--- src/rtl/rfalu_pkg.sv ---
// Shared constants and types for the register-file/ALU sequencer.
// Optional R-type add decode is enabled with the RFALU_RTYPE_EN macro.
package rfalu_pkg;

    localparam logic [6:0] OP_IMM    = 7'b0010011;
    localparam logic [6:0] OP_BRANCH = 7'b1100011;
    localparam logic [6:0] OP_REG    = 7'b0110011;

    localparam logic [2:0] F3_ADD = 3'b000;
    localparam logic [2:0] F3_BNE = 3'b001;

    localparam logic [2:0] ALU_ADD = 3'b000;

    typedef enum logic [1:0] {
        IDLE  = 2'd0,
        FETCH = 2'd1,
        EXEC  = 2'd2,
        HALT  = 2'd3
    } seq_state_t;

    // Instruction class as seen by the sequencer; INS_ADD is only produced
    // when R-type decode is built in.
    typedef enum logic [1:0] {
        INS_BAD  = 2'd0,
        INS_ADDI = 2'd1,
        INS_BNE  = 2'd2,
        INS_ADD  = 2'd3
    } ins_kind_t;

endpackage

--- src/rtl/rfalu_sequencer_if.sv ---
// Instruction-memory and datapath bundle between the sequencer (master)
// and the register-file/ALU datapath plus instruction memory (slave).
interface rfalu_sequencer_if #(
    parameter int WIDTH        = 32,
    parameter int rWIDTH       = 5,
    parameter int aluctrlWIDTH = 3,
    parameter int IMEM_AW      = 8
);
    logic [IMEM_AW-1:0]      imem_addr;
    logic [31:0]             imem_rdata;
    logic                    EQ;
    logic [rWIDTH-1:0]       AD1;
    logic [rWIDTH-1:0]       AD2;
    logic [rWIDTH-1:0]       AD3;
    logic                    RegWrite;
    logic [aluctrlWIDTH-1:0] ALUctrl;
    logic                    ALUsrc;
    logic [WIDTH-1:0]        ImmOp;

    modport master (
        output imem_addr, AD1, AD2, AD3, RegWrite, ALUctrl, ALUsrc, ImmOp,
        input  imem_rdata, EQ
    );

    modport slave (
        input  imem_addr, AD1, AD2, AD3, RegWrite, ALUctrl, ALUsrc, ImmOp,
        output imem_rdata, EQ
    );
endinterface

--- src/rtl/rv_imm_gen.sv ---
// Immediate generator: sign-extended I-type for OP-IMM, B-type for BRANCH,
// zero for everything else (including R-type, which carries no immediate).
module rv_imm_gen
    import rfalu_pkg::*;
#(
    parameter int WIDTH = 32
) (
    input  logic [31:0]      instr,
    output logic [WIDTH-1:0] imm
);

    // rs1/funct3 bits carry no immediate information in either format
    logic unused_fields;
    assign unused_fields = ^instr[19:12];

    // Select the immediate layout from the opcode
    always_comb begin
        imm = '0;
        case (instr[6:0])
            OP_IMM:    imm = {{(WIDTH-12){instr[31]}}, instr[31:20]};
            OP_BRANCH: imm = {{(WIDTH-13){instr[31]}}, instr[31], instr[7],
                              instr[30:25], instr[11:8], 1'b0};
            OP_REG:    imm = '0;
            default:   imm = '0;
        endcase
    end

endmodule

--- src/rtl/rfalu_sequencer.sv ---
// Two-cycle-per-instruction sequencer for the register-file/ALU datapath.
// Fetches from a synchronous-read instruction memory, decodes addi and bne
// (plus R-type add when RFALU_RTYPE_EN is defined) and resolves branches
// from the datapath EQ flag.
//
// state | meaning
// IDLE  | waiting for start
// FETCH | imem address presented, instruction arrives next cycle
// EXEC  | instruction decoded onto datapath, PC updated at end of cycle
// HALT  | stopped after an illegal instruction or misaligned branch
module rfalu_sequencer
    import rfalu_pkg::*;
#(
    parameter int               WIDTH        = 32,
    parameter int               rWIDTH       = 5,
    parameter int               aluctrlWIDTH = 3,
    parameter int               IMEM_AW      = 8,
    parameter logic [WIDTH-1:0] RESET_PC     = '0
) (
    input  logic               clk,
    input  logic               rst_n,
    input  logic               start,
    rfalu_sequencer_if.master  bus,
    output logic [WIDTH-1:0]   pc,
    output logic               busy,
    output logic               halted,
    output logic               illegal
);

    seq_state_t       state;
    ins_kind_t        kind;
    logic [WIDTH-1:0] imm;
    logic [WIDTH-1:0] pc_inc;
    logic [WIDTH-1:0] br_tgt;
    logic [6:0]       opcode;
    logic [2:0]       funct3;

    assign opcode = bus.imem_rdata[6:0];
    assign funct3 = bus.imem_rdata[14:12];

    rv_imm_gen #(.WIDTH(WIDTH)) u_imm_gen (
        .instr (bus.imem_rdata),
        .imm   (imm)
    );

    assign pc_inc        = pc + WIDTH'(4);
    assign br_tgt        = pc + imm;
    assign bus.imem_addr = pc[IMEM_AW+1:2];

    // Classify the fetched word; anything unrecognised is INS_BAD
    always_comb begin
        kind = INS_BAD;
        if (opcode == OP_IMM && funct3 == F3_ADD) begin
            kind = INS_ADDI;
        end else if (opcode == OP_BRANCH && funct3 == F3_BNE) begin
            kind = INS_BNE;
        end
`ifdef RFALU_RTYPE_EN
        else if (opcode == OP_REG && funct3 == F3_ADD &&
                 bus.imem_rdata[31:25] == 7'b0000000) begin
            kind = INS_ADD;
        end
`endif
    end

    // Datapath controls: decode only in EXEC so RegWrite cannot leak into
    // FETCH/IDLE/HALT, and an async reset drops it immediately via state
    always_comb begin
        bus.AD1      = '0;
        bus.AD2      = '0;
        bus.AD3      = '0;
        bus.RegWrite = 1'b0;
        bus.ALUctrl  = aluctrlWIDTH'(ALU_ADD);
        bus.ALUsrc   = 1'b0;
        bus.ImmOp    = '0;
        if (state == EXEC) begin
            case (kind)
                INS_ADDI: begin
                    bus.AD1      = rWIDTH'(bus.imem_rdata[19:15]);
                    bus.AD3      = rWIDTH'(bus.imem_rdata[11:7]);
                    bus.ALUsrc   = 1'b1;
                    bus.ImmOp    = imm;
                    bus.RegWrite = (bus.imem_rdata[11:7] != 5'd0);
                end
                INS_BNE: begin
                    bus.AD1   = rWIDTH'(bus.imem_rdata[19:15]);
                    bus.AD2   = rWIDTH'(bus.imem_rdata[24:20]);
                    bus.ImmOp = imm;
                end
                INS_ADD: begin
                    bus.AD1      = rWIDTH'(bus.imem_rdata[19:15]);
                    bus.AD2      = rWIDTH'(bus.imem_rdata[24:20]);
                    bus.AD3      = rWIDTH'(bus.imem_rdata[11:7]);
                    bus.RegWrite = (bus.imem_rdata[11:7] != 5'd0);
                end
                default: ;
            endcase
        end
    end

    // Sequencer FSM with PC update and registered status flags
    always_ff @(posedge clk or negedge rst_n) begin
        if (!rst_n) begin
            state   <= IDLE;
            pc      <= RESET_PC;
            illegal <= 1'b0;
            busy    <= 1'b0;
            halted  <= 1'b0;
        end else begin
            case (state)
                IDLE: begin
                    if (start) begin
                        state <= FETCH;
                        busy  <= 1'b1;
                    end
                end
                FETCH: begin
                    state <= EXEC;
                end
                EXEC: begin
                    case (kind)
                        INS_ADDI, INS_ADD: begin
                            pc    <= pc_inc;
                            state <= FETCH;
                        end
                        INS_BNE: begin
                            if (bus.EQ) begin
                                pc    <= pc_inc;
                                state <= FETCH;
                            end else if (br_tgt[1]) begin
                                // taken to a non-word address: stop, keep pc
                                illegal <= 1'b1;
                                state   <= HALT;
                                busy    <= 1'b0;
                                halted  <= 1'b1;
                            end else begin
                                pc    <= br_tgt;
                                state <= FETCH;
                            end
                        end
                        default: begin
                            illegal <= 1'b1;
                            state   <= HALT;
                            busy    <= 1'b0;
                            halted  <= 1'b1;
                        end
                    endcase
                end
                HALT: ;
                default: state <= IDLE;
            endcase
        end
    end

endmodule

--- src/flat_wrapper.sv ---
// flat-port wrapper written by rule: the top's interface ports become plain ports
module rfalu_sequencer_flat import rfalu_pkg::*;
#(
    parameter int               WIDTH        = 32,
    parameter int               rWIDTH       = 5,
    parameter int               aluctrlWIDTH = 3,
    parameter int               IMEM_AW      = 8,
    parameter logic [WIDTH-1:0] RESET_PC     = '0
)
  (clk, rst_n, start, pc, busy, halted, illegal, bus_imem_addr, bus_AD1, bus_AD2, bus_AD3, bus_RegWrite, bus_ALUctrl, bus_ALUsrc, bus_ImmOp, bus_imem_rdata, bus_EQ);
  rfalu_sequencer_if #(.WIDTH(WIDTH), .rWIDTH(rWIDTH), .aluctrlWIDTH(aluctrlWIDTH), .IMEM_AW(IMEM_AW)) bus_i ();
  input  logic clk;
  input  logic rst_n;
  input  logic start;
  output logic [WIDTH-1:0] pc;
  output logic busy;
  output logic halted;
  output logic illegal;
  output wire logic [$bits(bus_i.imem_addr)-1:0] bus_imem_addr;
  output wire logic [$bits(bus_i.AD1)-1:0] bus_AD1;
  output wire logic [$bits(bus_i.AD2)-1:0] bus_AD2;
  output wire logic [$bits(bus_i.AD3)-1:0] bus_AD3;
  output wire logic [$bits(bus_i.RegWrite)-1:0] bus_RegWrite;
  output wire logic [$bits(bus_i.ALUctrl)-1:0] bus_ALUctrl;
  output wire logic [$bits(bus_i.ALUsrc)-1:0] bus_ALUsrc;
  output wire logic [$bits(bus_i.ImmOp)-1:0] bus_ImmOp;
  input wire logic [$bits(bus_i.imem_rdata)-1:0] bus_imem_rdata;
  input wire logic [$bits(bus_i.EQ)-1:0] bus_EQ;
  assign bus_imem_addr = bus_i.imem_addr;
  assign bus_AD1 = bus_i.AD1;
  assign bus_AD2 = bus_i.AD2;
  assign bus_AD3 = bus_i.AD3;
  assign bus_RegWrite = bus_i.RegWrite;
  assign bus_ALUctrl = bus_i.ALUctrl;
  assign bus_ALUsrc = bus_i.ALUsrc;
  assign bus_ImmOp = bus_i.ImmOp;
  assign bus_i.imem_rdata = bus_imem_rdata;
  assign bus_i.EQ = bus_EQ;
  rfalu_sequencer #(.WIDTH(WIDTH), .rWIDTH(rWIDTH), .aluctrlWIDTH(aluctrlWIDTH), .IMEM_AW(IMEM_AW), .RESET_PC(RESET_PC)) u_core (.clk(clk), .rst_n(rst_n), .start(start), .bus(bus_i), .pc(pc), .busy(busy), .halted(halted), .illegal(illegal));
endmodule
--- config.mk ---
export PLATFORM = sky130hd
export DESIGN_NAME = rfalu_sequencer_flat
export DESIGN_NICKNAME = d
export VERILOG_FILES = /design/src/rtl/rfalu_pkg.sv /design/src/rtl/rfalu_sequencer_if.sv /design/src/rtl/rv_imm_gen.sv /design/src/rtl/rfalu_sequencer.sv /design/src/flat_wrapper.sv
export SDC_FILE = /design/constraint.sdc
export NUM_CORES = 1
export LEC_CHECK = 0
export ABC_AREA = 1
export BUFFER_PORTS_ARGS = -buffer_cell sky130_fd_sc_hd__buf_2
export CORE_MARGIN = 1.5
export CORE_UTILIZATION = 45
export CTS_BUF_LIST = sky130_fd_sc_hd__clkbuf_2 sky130_fd_sc_hd__clkbuf_4 sky130_fd_sc_hd__clkbuf_8
export DETAILED_ROUTE_END_ITERATION = 12
export PLACE_DENSITY = 0.74
export SLEW_MARGIN = 30
export SYNTH_ARGS = -nofsm -noshare
export SYNTH_HDL_FRONTEND = slang
export SYNTH_SLANG_ARGS = --single-unit
--- constraint.sdc ---
create_clock -name clk -period 2.4 [get_ports clk]
set_input_delay 0 -clock clk [delete_from_list [all_inputs] [get_ports clk]]
set_output_delay 0 -clock clk [all_outputs]
set_load 0.01 [all_outputs]
* After elaboration in Yosys (flattened, before gate mapping)
Index checks and enable logic that the tools add are counted.
** Word-level totals
- Bits in registers :: 36
- Bits in latches :: 0
- Memory bits (writable) :: 0
- Bits in read-only memories :: 0
- Input port bits :: 36
- Output and inout bits :: 95
- Memories kept :: 0
** Operators by class
- $add $sub $neg :: 2
- Multiply operators :: 0
- Divide/modulo/power cells :: 0
- $lt $le $gt $ge :: 0
- Eq/ne operators :: 15
- Shifts and indexed selects :: 0
- Multiplexer cells :: 31
- Bitwise logic cells :: 1
- Reduce and logical (&&, ||, !) cells :: 16
** Operators by type and width (count)
- two-way mux 32 bit :: 4
- case mux 32 bit (2 select lines) :: 2
- adder 32 x 3 -> 32 bit, second input constant :: 1
- adder 32 bit :: 1
- two-way mux 5 bit :: 6
- two-way mux 2 bit :: 5
- two-way mux 1 bit :: 9
- equality test 7 x 5 -> 1 bit, second input constant :: 1
- equality test 7 bit, second input constant :: 1
- equality test 2 bit, second input constant :: 3
- inequality test 2 bit, second input constant :: 3
- inequality test 3 bit, second input constant :: 2
- case mux 1 bit (2 select lines) :: 3
- case mux 2 bit (3 select lines) :: 1
- OR reduction 2 bit :: 3
- AND reduction 5 bit :: 1
- nonzero test 5 bit :: 1
- equality test 2 x 1 -> 1 bit, second input constant :: 2
- case mux 2 bit (2 select lines) :: 1
- AND reduction 4 bit :: 1
- nonzero test 2 bit :: 2
- equality test 3 x 1 -> 1 bit, second input constant :: 1
- zero test 3 bit :: 1
- inequality test 3 x 2 -> 1 bit, second input constant :: 1
- other kinds (8) :: 9

* Logic depth before layout (Yosys ltp)
Gate-level depths: netlist (run 1).
- Word-level depth :: 8
- Mapped depth :: 22
- Gate-level depth less buffers :: 21

* By module
From an unflattened synthesis (run 1), not the netlist that was laid out.
** Second synthesis, totals
- Cell total of the unflattened synthesis :: 1067
- Area total of the unflattened synthesis :: 5926.9 sq um
** Modules (own cells, without submodules)
- rfalu_sequencer :: times used 1, cells an instance 995, area each 5515.3 sq um
- rv_imm_gen :: times used 1, cells an instance 72, area each 411.6 sq um

* Worst setup path after synthesis (run 1)
No wires, ideal clock.
- Path type :: input to register
- Start point :: in bus_imem_rdata[5]
- End point :: reg u_core.pc[20]
- Library setup time :: 0.121 ns
- Arrival time :: 2.202 ns
- Required time :: 2.279 ns
- Path slack :: 0.077 ns
- Stages on the path :: 20
- Buffers on the path :: 1
- Path through :: nor2_1 > nand2_2 > a21oi_4 > buf_6 > clkinv_1 > nor2_1 > ha_1 > a21o_1 > a21oi_1 > o21bai_1 > nand2_1 > nand2_1 > inv_1 > o21ai_2 > nand2_1 > nand2_1 > nand2_1 > nand3_1 > nand2_1 > o21ai_1
** On the way
- Longest elaborated chain between the ends :: 8
- Elaborated cells between the ends (all ways) :: 18
- Those cells by class :: add/sub: 1; eq/ne: 6; mux: 6; reduce/logical: 5
** RTL lines
- start: declaration :: RTL line flat_wrapper.sv:27 : input wire logic [$bits(bus_i.imem_rdata)-1:0] bus_imem_rdata;
- parallel branches: the longest is 8 deep, another holds adder 32 bit
- end signal: assignment :: RTL line rfalu_sequencer.sv:123 : pc <= pc_inc;
- end signal: assignment :: RTL line rfalu_sequencer.sv:128 : pc <= pc_inc;
- end signal: assignment :: RTL line rfalu_sequencer.sv:137 : pc <= br_tgt;
- end: declaration :: RTL line rfalu_sequencer.sv:24 : output logic [WIDTH-1:0] pc,
Parallel ways; which one is timed is not known. The select of a mux whose other input is x is not followed.
A chain may end at the register's enable or synchronous reset.

* Worst setup path in the final report (run 1)
- Start point :: reg u_core.pc[6]
- End point :: reg u_core.pc[26]
** On the way
- Longest elaborated chain between the ends :: 4
- Elaborated cells between the ends (all ways) :: 5
- Those cells by class :: add/sub: 2; mux: 3
** RTL lines
- adder 32 bit :: RTL line rfalu_sequencer.sv:47 : assign br_tgt = pc + imm;
- two-way mux 32 bit :: RTL line rfalu_sequencer.sv:130 : end else if (br_tgt[1]) begin
- two-way mux 32 bit :: RTL line rfalu_sequencer.sv:127 : if (bus.EQ) begin
- case mux 32 bit (2 select lines) (*) :: RTL line rfalu_sequencer.sv:121 : case (kind)
Every way passes the cells marked *; elsewhere a longest branch is shown, timed or not. The select of a mux whose other input is x is not followed.

==> results.md, run 1 <==
* Clk pwr share at 34.3%
* Comb power frac at 27.7%
* Post-route ant nets at 0
* Yosys top cell area share at 16.2%
* Slowest stage delay, CP at 450 ps
* Post-synthesis simple-gate area fraction at 43.6%
* CTS tree: built
* Max cap viols at 0
* Slew of the pin with the lowest slew margin at 610 ps
* Core area at 11600 um2
* Peak supply drop at 0.441 mV
* Remaining Overflow, GRT at 0
* Starting density of the core at 46.8%
* Vias per cell at 5.38
* DIE HEIGHT at 113 um
* Cell family with most CP delay: simple AND/OR/NAND/NOR gates
* Main combinational cell family by area after synthesis: simple AND/OR/NAND/NOR gates
* Max frequency at 0.437 GHz
* 1st-iter DRT viols at 637
* Gr usage total at 30.3%
* Switching pwr at 0.611 mW
* Area Overhead vs Synth at 27.0%
* Initial antenna violation count at 0
* DR vias at 6512
* Die area at 12700 um2
* First-pass GRT wire length at 30300 um
* Seq/Total Area, Yosys at 16.2%
* Post-synth cell types at 56
* Status: complete, no violations
* Worst-path maximum fanout at 6
* Internal Power at 1.12 mW
* Fin nets at 1120
* Fraction of layout cells with a size suffix above 1 at 33.0%
* Gate Count Post-Synth at 889
* Crit Path Class: reg -> reg
* Mux share of post-synthesis cell area at 0%
* H-tree depth at 2
* Inserted Diodes at 0
* Vias in the first global route at 5977
* Crit-path slowest cell: dfrtp_2
* Largest net degree at the start of global routing at 36
* Top Ports at 131
* Most common cell after layout, fill and taps aside: nand2_1
* Synth Flop Type: dfrtp_1
* Clock latency on the worst-skew pair at 330 ps
* RSZ-0062 raised after global routing: true
* Port Buf Inserts at 126
* Critical path startpoint category: register
* Commonest cells after routing, fill and taps aside: nand2_1 (202), buf_2 (126), inv_1 (123)
* Final setup viols at 0
* Worst EP required at 2610 ps
* WL/cell at 16.1 um
* Syn_area_per_cell at 6.08 um2
* Max Slew Vio Count at 0
* Pre-CTS WS at -150 ps
* Crit path cell chain: ha_1, nand2_1, nor2_4, nand4_1, o211ai_1, buf_4, buf_4, nand3_1, nand4_1, nand3_1, nand2_1, o21ai_1
* Crit share post-route at 95.3%
* Minimum clock period at 2290 ps
* CTS Buf Count at 5
* DRC at 0
* Area leader, netlist: dfrtp_1
* Compound-Gate Fraction of Synth Area at 15.7%
* Clock Path Buffers at 2
* Seq pwr share at 38.0%
* Relative slew slack at 59.3%
* Drt first pass iters at 7
* Ranking of synthesized cells by area: dfrtp_1 (16%), nand2_1 (14%), inv_1 (8.7%), nor2_1 (6.5%), nand3_1 (6.4%)
* Reg clk slew, reported paths at 90 ps
* Die Width at 113 um
* Post-synth ARST share at 100%
* Synth Area in Adders at 3.93%
* Layout Skew at 11.1 ps
* Buffers plus inverters on the worst setup path at 2
* Clk root buf: clkbuf_8
* Final HPWL DP at 15100 um
* Post-route setup TNS at 0 ps
* Leakage at 3.86 nW
* Power per cell area at 252 nW/um2
* GPL Wtd Cong at 1.02
* Hold WS at 160 ps
* Synth warn at 0
* Critical path arrival at 2500 ps
* WL final at 19500 um
* Post-Syn Area at 5410 um2
* Number of flops mapped to enable cells by yosys at 0
* Xor and xnor area share after synthesis at 3.40%
* Num Clock Sinks at 35
* CP Capture Type: register
* Synthesized flop and latch total at 35
* Net Sw Frac at 35.3%
* Final-report hold violation count at 0
* Hold Path Class: in -> reg
* Worst setup margin at 112 ps
* Row Count at 39
[power by group through the flow]
| stage | Clock [mW] | Sequential (mW) | Combinational, mW |
|---|---|---|---|
| final | 0.593 | 0.658 | 0.478 |
| after CTS | 0.595 | 0.658 | 0.465 |
| after global routing | 0.620 | 0.663 | 0.542 |
| after detailed placement | 0 | 0.669 | 0.461 |
| after global placement | 0 | 0.669 | 0.452 |
| after floorplan | 0 | 0.672 | 0.291 |
[worst paths after layout]
path / start / endpoint / slack, ps / cells after the start
setup / recovery: u_core.pc[6] / u_core.pc[26] / 110 / 12
hold / removal: start / u_core.state[0] / 160 / 4
setup reg to reg: u_core.pc[6] / u_core.pc[26] / 110 / 12
hold reg to reg: u_core.busy / u_core.busy / 500 / 2
max in group asynchronous: rst_n / u_core.pc[6] / 1840 / 2
min in group asynchronous: rst_n / u_core.pc[5] / 190 / 2
[routing by layer]
layer | global-route usage [%] | share of wire, % | vias up
met3 | 3.83 | 7.9 | 48
met1 | 41.3 | 44 | 2940
met5 | 0 | 0 | -
li1 | - | - | 3208
met2 | 49.0 | 45 | 316
met4 | 11.4 | 2.9 | 0
[cells in the mapped netlist, types with 2 or more instances]
library cell and n:
o22ai_1 7, nand4_1 11, buf_6 3, inv_1 125, nand3b_1 3, nand2_1 204
nor2_4 6, nand3_4 2, nor3_1 16, o21ai_2 5, nand2_4 8, o21bai_1 2
o211ai_1 5, nor4_1 6, o21a_1 2, nor2_1 94, or2_2 6, a21oi_1 31
o41ai_1 15, nand3_1 69, inv_2 9, xor2_1 21, clkbuf_1 9, buf_2 13
buf_4 34, clkinv_1 3, a31oi_1 3, ha_1 17, a21o_1 3, o21ai_0 37
nor2_8 2, a2bb2oi_1 2, dfrtp_1 35, nor4_2 3, o21ai_1 13, nand3_2 7
nor2_2 14, nand2_2 26
[state kept, by name, indices dropped and copies added (netlist names)]
register / cells
u_core.pc: 31
u_core.state: 2
u_core.illegal: 1
u_core.busy: 1
[cells by family (layout without fill, tap and decap cells)]
| group | Yosys count | after routing |
|---|---|---|
| AOI/OAI and AO/OA | 135 | 135 |
| other | 1 | 4 |
| xor gates and xnor gates | 21 | 21 |
| DFF | 35 | 35 |
| and+or+nand+nor | 482 | 482 |
| buffers and inverters | 198 | 374 |
| adders and majority gates | 17 | 17 |
[stage by stage]
stage	instance area, um2	std cells	total power, mW	util [%]
6_report	6870	1211	1.73	59.4
3_5_place_dp	6510	1190	1.13	56.3
3_3_place_gp	6510	1190	1.12	56.3
2_1_floorplan	5420	892	0.963	-
4_1_cts	6630	1199	1.72	57.3
5_1_grt	6870	1211	1.83	59.4
[timing repair]
item,CTS,global route
endpoints found under the setup margin,0,39
hold buffers,1,0
gates resized for setup,0,34
setup buffers,0,12
hold endpoints to repair,35,0
[tightest hold or removal path: cells and delay by family]
kind            cells  cell delay, ps
compound gates      1             110
buf+inv             1              80
simple gates        2             260
[area by class of cell]
type	count	area (um2)
clock inverter	3	43.8
fill	1126	4690
timing repair buffer	228	1420
clock buffer	5	68.8
multi-input combinational	659	3750
tap	143	179
sequential	35	880
inverter	138	528
No activity file was read; power rests on OpenSTA's default activity.
==> inputs of run 2 (changes only) <==
- BUFFER_PORTS_ARGS: -buffer_cell sky130_fd_sc_hd__buf_2 -> not set
- DONT_BUFFER_PORTS: not set -> 1
- PLACE_DENSITY: 0.74 -> 0.65
==> results.md, run 2 (synthesis gave the netlist of run 1 again) <==
* Slowest stage delay, CP at 360 ps (-90 ps)
* Power per cell area at 258 nW/um2 (+2.7%)
* Die Width at 113 um (unchanged)
* Num Clock Sinks at 35 (unchanged)
* Post-route ant nets at 0 (unchanged)
* Drt first pass iters at 5 (-2)
* Relative slew slack at 45.8% (-14 points)
* Layout Skew at 9.76 ps (-1.29 ps)
* H-tree depth at 2 (unchanged)
* Reg2reg setup slack at 40 ps (-70 ps)
* RSZ-0062 raised after global routing: true
* CP Capture Type: register
* Reg clk slew, reported paths at 80 ps (about the same)
* Fill count at 1194 (+6.0%)
* Area Overhead vs Synth at 15.6%
* DIE HEIGHT at 113 um (unchanged)
* Most flops, register: u_core.pc
* Leakage at 3.30 nW (-15%)
* Worst EP required at 2590 ps (-20 ps)
* Crit share post-route at 98.3% (+3.0 points)
* Crit path top cell by count: nand2_1
* Final-report hold violation count at 0 (unchanged)
* Starting density of the core at 46.8% (unchanged)
* Hold Crit Start: start
* Top Ports at 131 (unchanged)
* Placed Area at 5960 um2 (-8.5%)
* Worst R2R End: u_core.pc[28]
* Min-Delay Path Depth at 3 (-1)
* WL final at 18100 um (-7.0%)
* Remaining Overflow, GRT at 0 (unchanged)
* Vias per cell at 5.43 (+1.0%)
* Vias in the first global route at 5500 (-8.0%)
* Gr usage total at 28.4% (-2.0 points)
* GPL Wtd Cong at 0.974 (-4.1%)
* CTS Buf Count at 5 (unchanged)
* Die area at 12700 um2 (unchanged)
* Fraction of layout cells with a size suffix above 1 at 23.7% (-9.3 points)
* Max Slew Vio Count at 0 (unchanged)
* Clk root buf: clkbuf_8
* Reg-to-Reg Start: u_core.pc[3]
* DR vias at 5895 (-9.5%)
* Final Instance Area at 6250 um2 (-9.0%)
* Max cap viols at 0 (unchanged)
* R2R cell count at 13 (+1)
* Critical path arrival at 2550 ps (+50 ps)
* Max reg flops at 31 (unchanged)
* Inserted Diodes at 0 (unchanged)
* First-pass GRT wire length at 28500 um (-6.1%)
* Biggest regs: u_core.pc x31, u_core.state x2
* DRC at 0 (unchanged)
* Crit Path Class: reg -> reg
* Post-route setup TNS at 0 ps (unchanged)
* Minimum clock period at 2360 ps (+71.7 ps)
* Initial antenna violation count at 0 (unchanged)
* Fin nets at 994 (-11%)
* Worst-path maximum fanout at 3 (-3)
* Most common cell after layout, fill and taps aside: nand2_1
* Status: complete, no violations
* Clock latency on the worst-skew pair at 310 ps (-20 ps)
* Port Buf Inserts at 0 (-100%)
* Clock Path Buffers at 2 (unchanged)
* FF+latch area at 878 um2 (-0.14%)
* Max frequency at 0.424 GHz (-3.0%)
* Critical path startpoint category: register
* Slew of the pin with the lowest slew margin at 803 ps (+193 ps)
* Crit path cell chain: ha_1, nand3_1, nor2_2, nand3_1, nor2_2, nand4_1, nor2_2, nand2_1, xor2_1, o21ai_0, nand2_1, nand2_1, nand2_1
* Commonest cells after routing, fill and taps aside: nand2_1 (201), inv_1 (125), buf_4 (98)
* Hold Path Class: in -> reg
* Final setup viols at 0 (unchanged)
* CTS tree: built
* Hold EP: u_core.state[0]
* Largest net degree at the start of global routing at 36 (unchanged)
* Crit-path slowest cell: dfrtp_1
* Area of the multi-input gates at 3760 um2 (+0.17%)
* 1st-iter DRT viols at 428 (-33%)
* Peak supply drop at 0.294 mV (-33%)
* Final HPWL DP at 14100 um (-6.5%)
* Row Count at 39 (unchanged)
* Core area at 11600 um2 (unchanged)
* WL/cell at 16.7 um (+3.8%)
-- run 2: changes by cell type in the layout (fill, tap and decap cells not counted), sizes merged --
cell / before / now
buf: 227 / 101
clkbuf: 5 / 8
clkinv: 4 / 2
bufinv: 1 / 0
clkinvlp: 2 / 1
inv: 134 / 135
-- run 2: layout make-up --
type / count / area share [%]
Multi-Input combinational cell: 659 / 60.1
Tap cell: 143 / 2.86
Sequential cell: 35 / 14.1
Inverter: 138 / 8.39
Clock buffer: 8 / 1.66
Timing Repair Buffer: 102 / 12.9
-- run 2: critical path, delay by kind of cell (launching register included) --
family                     cells  cell delay, ps
AOI/OAI and AO/OA              1             170
DFF                            1             360
xor gates and xnor gates       1             150
and+or+nand+nor               10            1370
adders and majority gates      1             200
-- run 2: worst max path at each step --
| stage | from | endpoint | slack [ps] | cells past startpoint |
|---|---|---|---|---|
| 6_report | u_core.pc[3] | u_core.pc[28] | 40 | 13 |
| 5_1_grt | u_core.pc[2] | u_core.pc[28] | -100 | 13 |
| 4_1_cts | u_core.pc[3] | u_core.pc[28] | 20 | 15 |
| 3_5_place_dp | bus_imem_rdata[5] | u_core.pc[22] | -90 | 18 |
| 3_3_place_gp | bus_imem_rdata[3] | u_core.pc[28] | -60 | 19 |
| 2_1_floorplan | bus_imem_rdata[5] | u_core.pc[20] | 80 | 20 |
-- run 2: layer usage --
| layer | vias up | part of all wire, % | wire length (um) | GRT usage (%) |
|---|---|---|---|---|
| met5 | - | 0 | 0 | 0 |
| met3 | 49 | 8.6 | 1560 | 6.10 |
| met2 | 267 | 44 | 7960 | 45.1 |
| met1 | 2631 | 44 | 8000 | 38.0 |
| met4 | 0 | 3.4 | 612 | 9.96 |
| li1 | 2948 | - | - | - |
-- run 2: per-stage QoR --
stage,instances,hold WS (ps),worst slack (ps),utilization [%],power (mW)
detailed placement,1072,-295,-91.3,51.5,1.06
CTS,1082,69.2,17.6,52.7,1.61
floorplan,892,-296,76.9,-,0.963
global route,1085,95.5,-98.2,54.0,1.69
global placement,1072,-295,-57.9,51.5,1.05
finish,1085,66.6,40.4,54.0,1.61
-- run 2: what timing repair did --
action,4_1_cts,5_1_grt
hold buffers,2,0
setup endpoints to repair,0,21
endpoints found under the hold margin,35,0
gates resized for setup,0,31
buffers inserted,0,3
-- run 2: power by group --
group | leakage [nW] | total (mW) | switching, mW | internal [mW]
Sequential | 0.394 | 0.667 | 0.0415 | 0.626
Clock | 0.0549 | 0.537 | 0.263 | 0.274
Combinational | 2.85 | 0.411 | 0.260 | 0.151
Total | 3.30 | 1.61 | 0.564 | 1.05
==> inputs of run 3 (changes only) <==
- clock period: 2.4 -> 2.6 ns (I/O delays scaled with it)
==> results.md, run 3 (synthesis gave the netlist of run 1 again) <==
* WL/cell at 17.1 um (+2.6%)
* Initial antenna violation count at 0 (unchanged)
* Final Instance Area at 5750 um2 (-8.0%)
* Num Clock Sinks at 35 (unchanged)
* Max Slew Vio Count at 0 (unchanged)
* Crit Path Class: reg -> reg
* Layout Skew at 8.23 ps (-1.53 ps)
* Final-report hold violation count at 0 (unchanged)
* Max reg flops at 31 (unchanged)
* Critical path arrival at 2680 ps (+130 ps)
* Reg-to-Reg Start: u_core.pc[10]
* Vias in the first global route at 5565 (+1.2%)
* Biggest regs: u_core.pc x31, u_core.state x2
* Clock Path Buffers at 2 (unchanged)
* Core area at 11600 um2 (unchanged)
* Min-Delay Path Depth at 3 (unchanged)
* Top Ports at 131 (unchanged)
* DIE HEIGHT at 113 um (unchanged)
* Critical path startpoint category: register
* Hold EP: u_core.state[0]
* Status: complete, no violations
* RSZ-0062 raised after global routing: true
* Row Count at 39 (unchanged)
* H-tree depth at 2 (unchanged)
* Fraction of layout cells with a size suffix above 1 at 18.2% (-5.4 points)
* Worst EP required at 2800 ps (+210 ps)
* Vias per cell at 5.54 (+1.9%)
* CP Capture Type: register
* Final setup viols at 0 (unchanged)
* R2R cell count at 10 (-3)
* Slew of the pin with the lowest slew margin at 667 ps (-136 ps)
* Most flops, register: u_core.pc
* Placed Area at 5610 um2 (-5.8%)
* Die Width at 113 um (unchanged)
* WL final at 17800 um (-2.0%)
* Relative slew slack at 55.0% (+9.2 points)
* DRC at 0 (unchanged)
* Power per cell area at 245 nW/um2 (-5.1%)
* Port Buf Inserts at 0 (unchanged)
* Metal3 WL at 1500 um (-3.9%)
* Peak supply drop at 0.365 mV (+24%)
* Hold Crit Start: start
* Final HPWL DP at 13900 um (-1.7%)
* Fin nets at 947 (-4.7%)
* Hold Path Class: in -> reg
* Remaining Overflow, GRT at 0 (unchanged)
* CTS tree: built
* Crit share post-route at 95.4% (-2.9 points)
* Minimum clock period at 2480 ps (+120 ps)
* CTS Buf Count at 5 (unchanged)
* Most common cell after layout, fill and taps aside: nand2_1
* Drt first pass iters at 5 (unchanged)
* First-pass GRT wire length at 28600 um (+0.44%)
* Post-route setup TNS at 0 ps (unchanged)
* Die area at 12700 um2 (unchanged)
* Reg2reg setup slack at 120 ps (+80 ps)
* DR vias at 5744 (-2.6%)
* Largest net degree at the start of global routing at 36 (unchanged)
* Gr usage total at 28.4% (+0.054 points)
* Max cap viols at 0 (unchanged)
* Top Layer Used: met4
* Post-CTS setup buffer count at 0 (unchanged)
* Leakage at 3.04 nW (-7.6%)
* GPL Wtd Cong at 0.971 (-0.28%)
* Inserted Diodes at 0 (unchanged)
* Reg clk slew, reported paths at 80 ps (about the same)
* Worst R2R End: u_core.pc[29]
* Layout Cells excl Fill at 1037 (-4.4%)
* 1st-iter DRT viols at 599 (+40%)
* Clk root buf: clkbuf_8
* Met2 WL at 7850 um (-1.3%)
* Area Overhead vs Synth at 6.27%
* Placed cell count at 1028 (-4.1%)
* Worst-path maximum fanout at 5 (+2)
* Clock latency on the worst-skew pair at 310 ps (about the same)
* Starting density of the core at 46.8% (unchanged)
* Metal-1 WL at 8090 um (+1.0%)
* Post-route ant nets at 0 (unchanged)
* Commonest cells after routing, fill and taps aside: nand2_1 (203), inv_1 (125), nor2_1 (90)
* Max frequency at 0.403 GHz (-4.8%)
==> run 3: repair_timing <==
action | in CTS | in global routing
hold buffers | 2 | 0
hold endpoints to repair | 35 | 0
endpoints found under the setup margin | 0 | 5
resized for setup | 0 | 7
==> run 3: final cells by class <==
cell class / instances / area [um2]
Timing Repair Buffer: 55 / 440
Inverter: 138 / 520
Clock buffer: 6 / 82.6
Sequential cell: 35 / 876
Fill cell: 1225 / 5820
Multi-Input combinational cell: 659 / 3640
Clock inverter: 1 / 5.00
Tap cell: 143 / 179
==> run 3: worst max-delay path by stage <==
stage,cells after the start,startpoint,endpoint
after CTS,10,u_core.pc[10],u_core.pc[29]
after global placement,20,bus_imem_rdata[5],u_core.pc[20]
after detailed placement,20,bus_imem_rdata[5],u_core.pc[20]
after global routing,13,u_core.pc[3],u_core.pc[28]
final,10,u_core.pc[10],u_core.pc[29]
after floorplan,20,bus_imem_rdata[5],u_core.pc[20]
==> run 3: metal layers <==
layer | track usage (%) | up-vias
met2 | 46.0 | 243
met5 | 0 | -
met3 | 4.86 | 34
met1 | 39.0 | 2618
li1 | - | 2849
met4 | 7.93 | 0
==> run 3: through the flow <==
stage                     setup slack [ps]  total power [mW]  hold WS, ps  util, %
after global routing                 -2.18              1.48         95.3     49.7
after floorplan                        277             0.889         -296        -
final                                  120              1.41         60.3     49.7
after CTS                              183              1.42         47.4     49.6
after detailed placement              74.8             0.953         -295     48.5
after global placement                95.0             0.952         -295     48.5
==> run 3: power by group <==
part / leakage, nW / switching, mW / internal, mW
Clock: 0.0470 / 0.234 / 0.209
Sequential: 0.394 / 0.0395 / 0.577
Combinational: 2.60 / 0.231 / 0.119
Total: 3.04 / 0.504 / 0.905
==> run 3: critical path: stages (launching register included) <==
cell and delay (ps):
dfrtp_1 500, nand2_1 220, nor4_2 420, nand2_2 170, nor3_1 340, nand4_1 190, xor2_1 190, o21ai_0 160
nand2_1 70, nand2_1 50, nand2_1 40
